**config.mk**
```make
export PLATFORM = sky130hd
export DESIGN_NAME = bus_arbiter
export DESIGN_NICKNAME = d
export VERILOG_FILES = /design/src/rtl/bus_arbiter.sv
export SDC_FILE = /design/constraint.sdc
export NUM_CORES = 1
export LEC_CHECK = 0
export BUFFER_PORTS_ARGS = -buffer_cell sky130_fd_sc_hd__buf_2
export CORE_UTILIZATION = 30
export DETAILED_ROUTE_END_ITERATION = 16
export PLACE_DENSITY_LB_ADDON = 0.25
export SKIP_LAST_GASP = 1
export SLEW_MARGIN = 20
export SYNTH_ARGS = -nofsm -noshare
export SYNTH_HDL_FRONTEND = slang
export SYNTH_SLANG_ARGS = --single-unit
```
**constraint.sdc**
```tcl
create_clock -name clk -period 4.3 [get_ports clk]
set_input_delay 0.43 -clock clk [delete_from_list [all_inputs] [get_ports clk]]
set_output_delay 0.43 -clock clk [all_outputs]
set_load 0.01 [all_outputs]
```
**src/rtl/bus_arbiter.sv**
```systemverilog
// bus_arbiter: round-robin arbiter with a registered one-hot grant and a forced idle gap after each ack.
// Define ARB_TIMEOUT_EN to build the grant watchdog (timeout_err); otherwise timeout_err is tied low.
package arb_pkg;
    localparam int unsigned ARB_WIDTH = 4;
    typedef logic [ARB_WIDTH-1:0] arb_vector;
    localparam arb_vector NO_GRANT = '0;
endpackage

module bus_arbiter #(
    parameter int unsigned N_REQ       = 4,
    parameter int unsigned TIMEOUT_CYC = 16
) (
    input  logic                     clk,
    input  logic                     reset,
    input  logic [N_REQ-1:0]         bus_req,
    input  logic                     bus_ack,
    output arb_pkg::arb_vector       bus_grant,
    output logic [$clog2(N_REQ)-1:0] grant_id,
    output logic                     busy,
    output logic                     timeout_err
);
    import arb_pkg::*;

    localparam int unsigned ID_W = $clog2(N_REQ);

    typedef enum logic [1:0] {IDLE, GRANT, GAP} state_t;

    state_t          state;
    logic [ID_W-1:0] last;
    logic [ID_W-1:0] winner;
    logic [ID_W-1:0] idx;
    logic            found;
    arb_vector       onehot;

    if (N_REQ != ARB_WIDTH || TIMEOUT_CYC < 2) begin : g_bad_cfg
        $error("bus_arbiter: N_REQ must equal the arb_vector width and TIMEOUT_CYC must be at least 2");
    end

    // Scan upward from last+1 with wrap; the first active request wins.
    always_comb begin
        winner = last;
        idx    = '0;
        found  = 1'b0;
        onehot = NO_GRANT;
        for (int unsigned i = 1; i <= N_REQ; i++) begin
            idx = ID_W'((32'(last) + i) % N_REQ);
            if (!found && bus_req[idx]) begin
                found  = 1'b1;
                winner = idx;
            end
        end
        onehot[winner] = 1'b1;
    end

`ifdef ARB_TIMEOUT_EN
    localparam int unsigned AGE_W = $clog2(TIMEOUT_CYC);
    logic [AGE_W-1:0] age;
`else
    assign timeout_err = 1'b0;
`endif

    always_ff @(posedge clk or posedge reset) begin
        if (reset) begin
            state     <= IDLE;
            bus_grant <= NO_GRANT;
            grant_id  <= '0;
            busy      <= 1'b0;
            last      <= ID_W'(N_REQ - 1);
`ifdef ARB_TIMEOUT_EN
            age         <= '0;
            timeout_err <= 1'b0;
`endif
        end else begin
`ifdef ARB_TIMEOUT_EN
            timeout_err <= 1'b0;
`endif
            case (state)
                IDLE: begin
                    if (|bus_req) begin
                        state     <= GRANT;
                        bus_grant <= onehot;
                        grant_id  <= winner;
                        busy      <= 1'b1;
                        last      <= winner;
`ifdef ARB_TIMEOUT_EN
                        age       <= '0;
`endif
                    end
                end
                GRANT: begin
                    // Ack is checked first so a coincident expiry never raises timeout_err.
                    if (bus_ack) begin
                        state     <= GAP;
                        bus_grant <= NO_GRANT;
                        busy      <= 1'b0;
                    end
`ifdef ARB_TIMEOUT_EN
                    else if (age == AGE_W'(TIMEOUT_CYC - 1)) begin
                        state       <= GAP;
                        bus_grant   <= NO_GRANT;
                        busy        <= 1'b0;
                        timeout_err <= 1'b1;
                    end else begin
                        age <= age + 1'b1;
                    end
`endif
                end
                GAP: begin
                    state <= IDLE;
                end
                default: begin
                    state     <= IDLE;
                    bus_grant <= NO_GRANT;
                    busy      <= 1'b0;
                end
            endcase
        end
    end

endmodule

```
Word level (Yosys, flattened, before mapping)
Index checks and enable logic that the tools add are counted.

word-level totals
  flip-flop bits (word level) = 11
  input bits = 7
  output and inout bits = 8
  word-level logic and storage cells = 58

cells by class
  add/subtract/negate cells = 4
  order comparisons = 6
  equality and inequality tests = 4
  muxes and demuxes = 26
  bitwise gates (word level) = 1
  reductions and logical operators = 12

operators by type and width
  kind                 count
  $lt 2x3->1 const B   5
  $mux 2               6
  $pmux 4 s3           1
  $mux 1               10
  $bmux 1 s2           4
  $mux 4               2
  $add 2x1->2 const B  2
  $add 2x2->2 const B  2
  $logic_and 1x1->1    4
  $ne 2x2->1 const B   2
  $pmux 2 s2           1
  $reduce_and 2->1     2
  $reduce_or 4->1      1
  $logic_not 1->1      3
  $pmux 1 s3           1
  $reduce_and 3->1     1
  $demux 1 s2          1
  $eq 2x1->1 const B   1
  $eq 2x2->1 const B   1
  $ge 2x1->1 const B   1
  $logic_not 2->1      1
  $not 1->1            1

Longest topological paths before layout
  depth after elaboration = 19
  depth in mapped cells = 4
  mapped depth without buffers = 4

Worst setup path after synthesis
Ideal clock, no wire load.

  kind = register to register
  start point = register last[1]
  end point = register bus_grant[0]
  setup time = 0.087 ns
  data arrival time = 1.287 ns
  required time = 4.213 ns
  path slack = 2.927 ns
  cell stages (with the launch flop) = 5
  buffers on the path = 0
  period minus slack after synthesis = 1.373 ns
  cells stage by stage = dfstp_2 -> mux2i_1 -> nor2_1 -> or3_1 -> o211ai_1

between the ends
  word-level cells in the longest chain between the ends = 19
  elaborated cells on any way between the ends = 32
  those cells by class = 4 x add/sub; 2 x order compare; 19 x mux; 7 x reduce/logical

RTL lines
  what                                                                   line  source
  start: declaration                                                     29    logic [ID_W-1:0] last;
  start signal: assignment                                               68    last <= ID_W'(N_REQ - 1);
  start signal: assignment                                               84    last <= winner;
  $add 2x1->2                                                            46    idx = ID_W'((32'(last) + i) % N_REQ);
  $bmux 1 s2                                                             47    if (!found && bus_req[idx]) begin
  $mux 1 (implied by the code)                                           47
  $mux 1                                                                 47
  $logic_not 1->1                                                        47
  $logic_and 1x1->1                                                      47
  $mux 1                                                                 47
  $logic_not 1->1                                                        47
  [... 3 more ...]                                                       -
  $logic_and 1x1->1                                                      47
  $mux 2 *                                                               47
  $lt 2x3->1 (implied by the code) / $ge 2x1->1 (equally long branches)  52    onehot[winner] = 1'b1;
  $logic_and 1x1->1 (implied by the code)                                52
  $mux 1 (implied by the code)                                           52
  $demux 1 s2 *                                                          52
  $mux 4 *                                                               79    if (|bus_req) begin
  $pmux 4 s3 *                                                           77    case (state)
  end signal: assignment                                                 81    bus_grant <= onehot;
  end: declaration                                                       17    output arb_pkg::arb_vector bus_grant,

Mark *: on every way between the ends. The rest lies on a longest branch, timed or not. The select of a mux whose other input is x is not followed.
A chain may end at the register's enable or synchronous reset.

Worst setup path after layout
  start point = register last[1]
  end point = register grant_id[0]

between the ends
  word-level cells in the longest chain between the ends = 13
  elaborated cells on any way between the ends = 25
  those cells by class = 4 x add/sub; 15 x mux; 6 x reduce/logical

RTL lines
  what                          line  source
  $add 2x1->2                   46
  $bmux 1 s2                    47
  $mux 1 (implied by the code)  47
  $mux 1                        47
  $logic_not 1->1               47
  $logic_and 1x1->1             47
  $mux 1                        47
  $logic_not 1->1               47
  $logic_and 1x1->1             47
  $mux 1                        47
  $logic_not 1->1               47
  $logic_and 1x1->1             47
  $mux 2 *                      47
  end signal: assignment        82    grant_id <= winner;
  end: declaration              18    output logic [$clog2(N_REQ)-1:0] grant_id,

Marks and branches as above.

==> results.sh <==
export IMPL_status="finished clean"
export IMPL_syn_avg_cell_area_um2=10.3
export IMPL_via_count=437
export IMPL_synthCells=53
export IMPL_cp_start_kind="flop"
export IMPL_grt_pass1_wl_mm=1.88
export IMPL_maxSlewHeadroom=0.667
export IMPL_hold_buffers=0
export IMPL_synth_ff_type="dfrtp_1"
export IMPL_finalHoldViolCount=0
export IMPL_cts_setup_buffers=0
export IMPL_synth_top_area_cell="dfrtp_1"
export IMPL_die_w_um=44.7
export IMPL_detail_route_antenna_nets=0
export IMPL_hpwlAfterDp_um=831
export IMPL_yosysSeqAreaShare=0.508
export IMPL_drtIter0Drc=6
export IMPL_grt_overflow=0
export IMPL_ys_warnings_count=0
export IMPL_reg2reg_slack_ps=2770
export IMPL_pin_count=15
export IMPL_yosys_cell_count_top_type="dfrtp_1"
export IMPL_fp_dieH_um=44.7
export IMPL_antenna_cells=0
export IMPL_grt_pass1_vias=416
export IMPL_maxSlewViolCount=0
export IMPL_leakage_nw=0.317
export IMPL_fin_nets=77
export IMPL_finalSetupTns_ps=0
export IMPL_rsz0062_at_grt="false"
export IMPL_arrival_ps=1680
export IMPL_synth_area_leaders="dfrtp_1 (41%), dfstp_2 (9.6%), a211oi_4 (3.7%)"
export IMPL_totalWireLength_mm=1.08
export IMPL_path_cells="mux2i_1, nor2_1, nor3_1, a21oi_1"
export IMPL_antenna_found_initial=0
export IMPL_rows=15
export IMPL_initial_core_util=0.320
export IMPL_vias_per_cell=4.65
export IMPL_fin_crit_sh=0.356
export IMPL_min_period_ps=1530
export IMPL_max_freq_ghz=0.653
export IMPL_drc_errors=0
export IMPL_root_buffer="clkbuf_4"
export IMPL_path_class="flop to flop"
export IMPL_core_um2=1710
export IMPL_ys_types=26
export IMPL_crit_path_end_kind="flop"
export IMPL_clock_sinks=11
export IMPL_ys_async_sr_fraction=1.00
export IMPL_first_pass_iters=4
export IMPL_finalWeightedCongestion=0.774
export IMPL_grt_usage=0.137
export IMPL_cp_slowest_cell="dfstp_2"
export IMPL_cp_max_fo=8
export IMPL_htreeDepth=1
export IMPL_final_area_um2=662
export IMPL_drive_above_1_share=0.304
export IMPL_numPortBuffers=13
export IMPL_critPathTopFamily="flip-flops"
export IMPL_finalSetupViolations=0
export IMPL_yosysTopAreaCellShare=0.412
export IMPL_cts_buffer_depth=2
export IMPL_placed_area_um2=636
export IMPL_skew_ps=11.1
export IMPL_synth_common_cells="dfrtp_1 (9), nor2_1 (5), a21oi_1 (4), or3_1 (3)"
export IMPL_grt_max_degree=12
export IMPL_crit_required_ps=4450
export IMPL_ir_drop_mv=0.312
export IMPL_tightestPinTransition_ps=496
export IMPL_synth_edf_count=0
export IMPL_maxCapViolCount=0
export IMPL_clk_pin_slew_ps=80
export IMPL_cts_buffers=3
export IMPL_worst_skew_pair_late_latency_ps=270
export IMPL_die_area_um2=2000
export IMPL_wl_per_cell_um=11.5
export IMPL_hold_class="primary input to asynchronous set/reset pin"
export IMPL_power_total_uw=470
export IMPL_ys_ff_latch=11
export IMPL_area_growth_synth_to_final_pct=21.1
export IMPL_netlist_area_um2=547
export IMPL_mappedNetlistNets=60
export IMPL_power_density_nw_per_um2=710
export IMPL_cts_resized=0
export IMPL_path_buf_inv=0
export IMPL_cts_tree="built"
export IMPL_max_stage_delay_ps=590
[report_power, final]
part / total (mW) / leakage (nW) / switching (mW) / internal [mW]
Combinational: 0.195 / 0.168 / 0.104 / 0.0907
Clock: 0.0718 / 0.0150 / 0.0358 / 0.0360
Sequential: 0.203 / 0.134 / 0.0438 / 0.159
Total: 0.470 / 0.317 / 0.184 / 0.286
[worst reg2reg max path: cells and delay by family, from the launching register on]
| family | cells | cell delay (ps) |
|---|---|---|
| AO/OA/AOI/OAI | 1 | 140 |
| AND/OR/NAND/NOR | 2 | 490 |
| flip-flops | 1 | 590 |
| multiplexers | 1 | 190 |
[through the flow]
step	util	std cells	setup slack (ps)	hold WS (ps)
3_3_place_gp	0.372	90	2740	430
4_1_cts	0.388	94	2750	142
6_report	0.388	94	2770	124
5_1_grt	0.388	94	2640	171
2_1_floorplan	-	53	2930	281
3_5_place_dp	0.372	90	2750	437
[routing by layer]
metal | track usage | up-vias | share of wire
met5 | 0 | - | 0
met4 | 0.0364 | 0 | 0.0074
met3 | 0.0600 | 2 | 0.055
met2 | 0.203 | 11 | 0.45
met1 | 0.183 | 204 | 0.48
li1 | - | 220 | -
[worst paths after layout]
check,startpoint,endpoint,cells past startpoint
worst max-delay path,last[1],grant_id[0],4
worst min-delay path,reset,bus_grant[2],2
worst max register to register,last[1],grant_id[0],4
worst min register to register,busy,busy,1
max in group asynchronous,reset,last[0],2
min in group clk,bus_ack,state[1],2
[registers in the layout, indices dropped and copies added, names as in the netlist]
register	count
state	2
busy	1
grant_id	2
bus_grant	4
last	2
[cell usage in the layout (no fill, tap or decap), types with 2 or more instances in the layout]
master,count
a21oi_1,4
and3b_1,2
nand3_1,2
o21a_1,2
or3_1,3
clkbuf_4,3
nor3_1,2
o211ai_1,2
a21o_1,2
o2bb2ai_1,2
nand2_1,2
dfrtp_1,9
dfstp_2,2
buf_2,13
nor2_1,5
nand2b_1,2
[logic make-up after synthesis]
kind of cell | share of synthesized area
compound gates | 0.217
buf+inv | 0.0275
flops | 0.508
mux | 0.0183
other cells | 0.00686
simple gates | 0.222
[area by class of cell]
class	count	area [µm²]
fill	173	1050
sequential	11	278
multi-input combinational	39	254
timing repair buffer	13	65.1
tap	25	31.3
clock buffer	4	26.3
inverter	2	7.51
(Power assumes the default switching activity.)
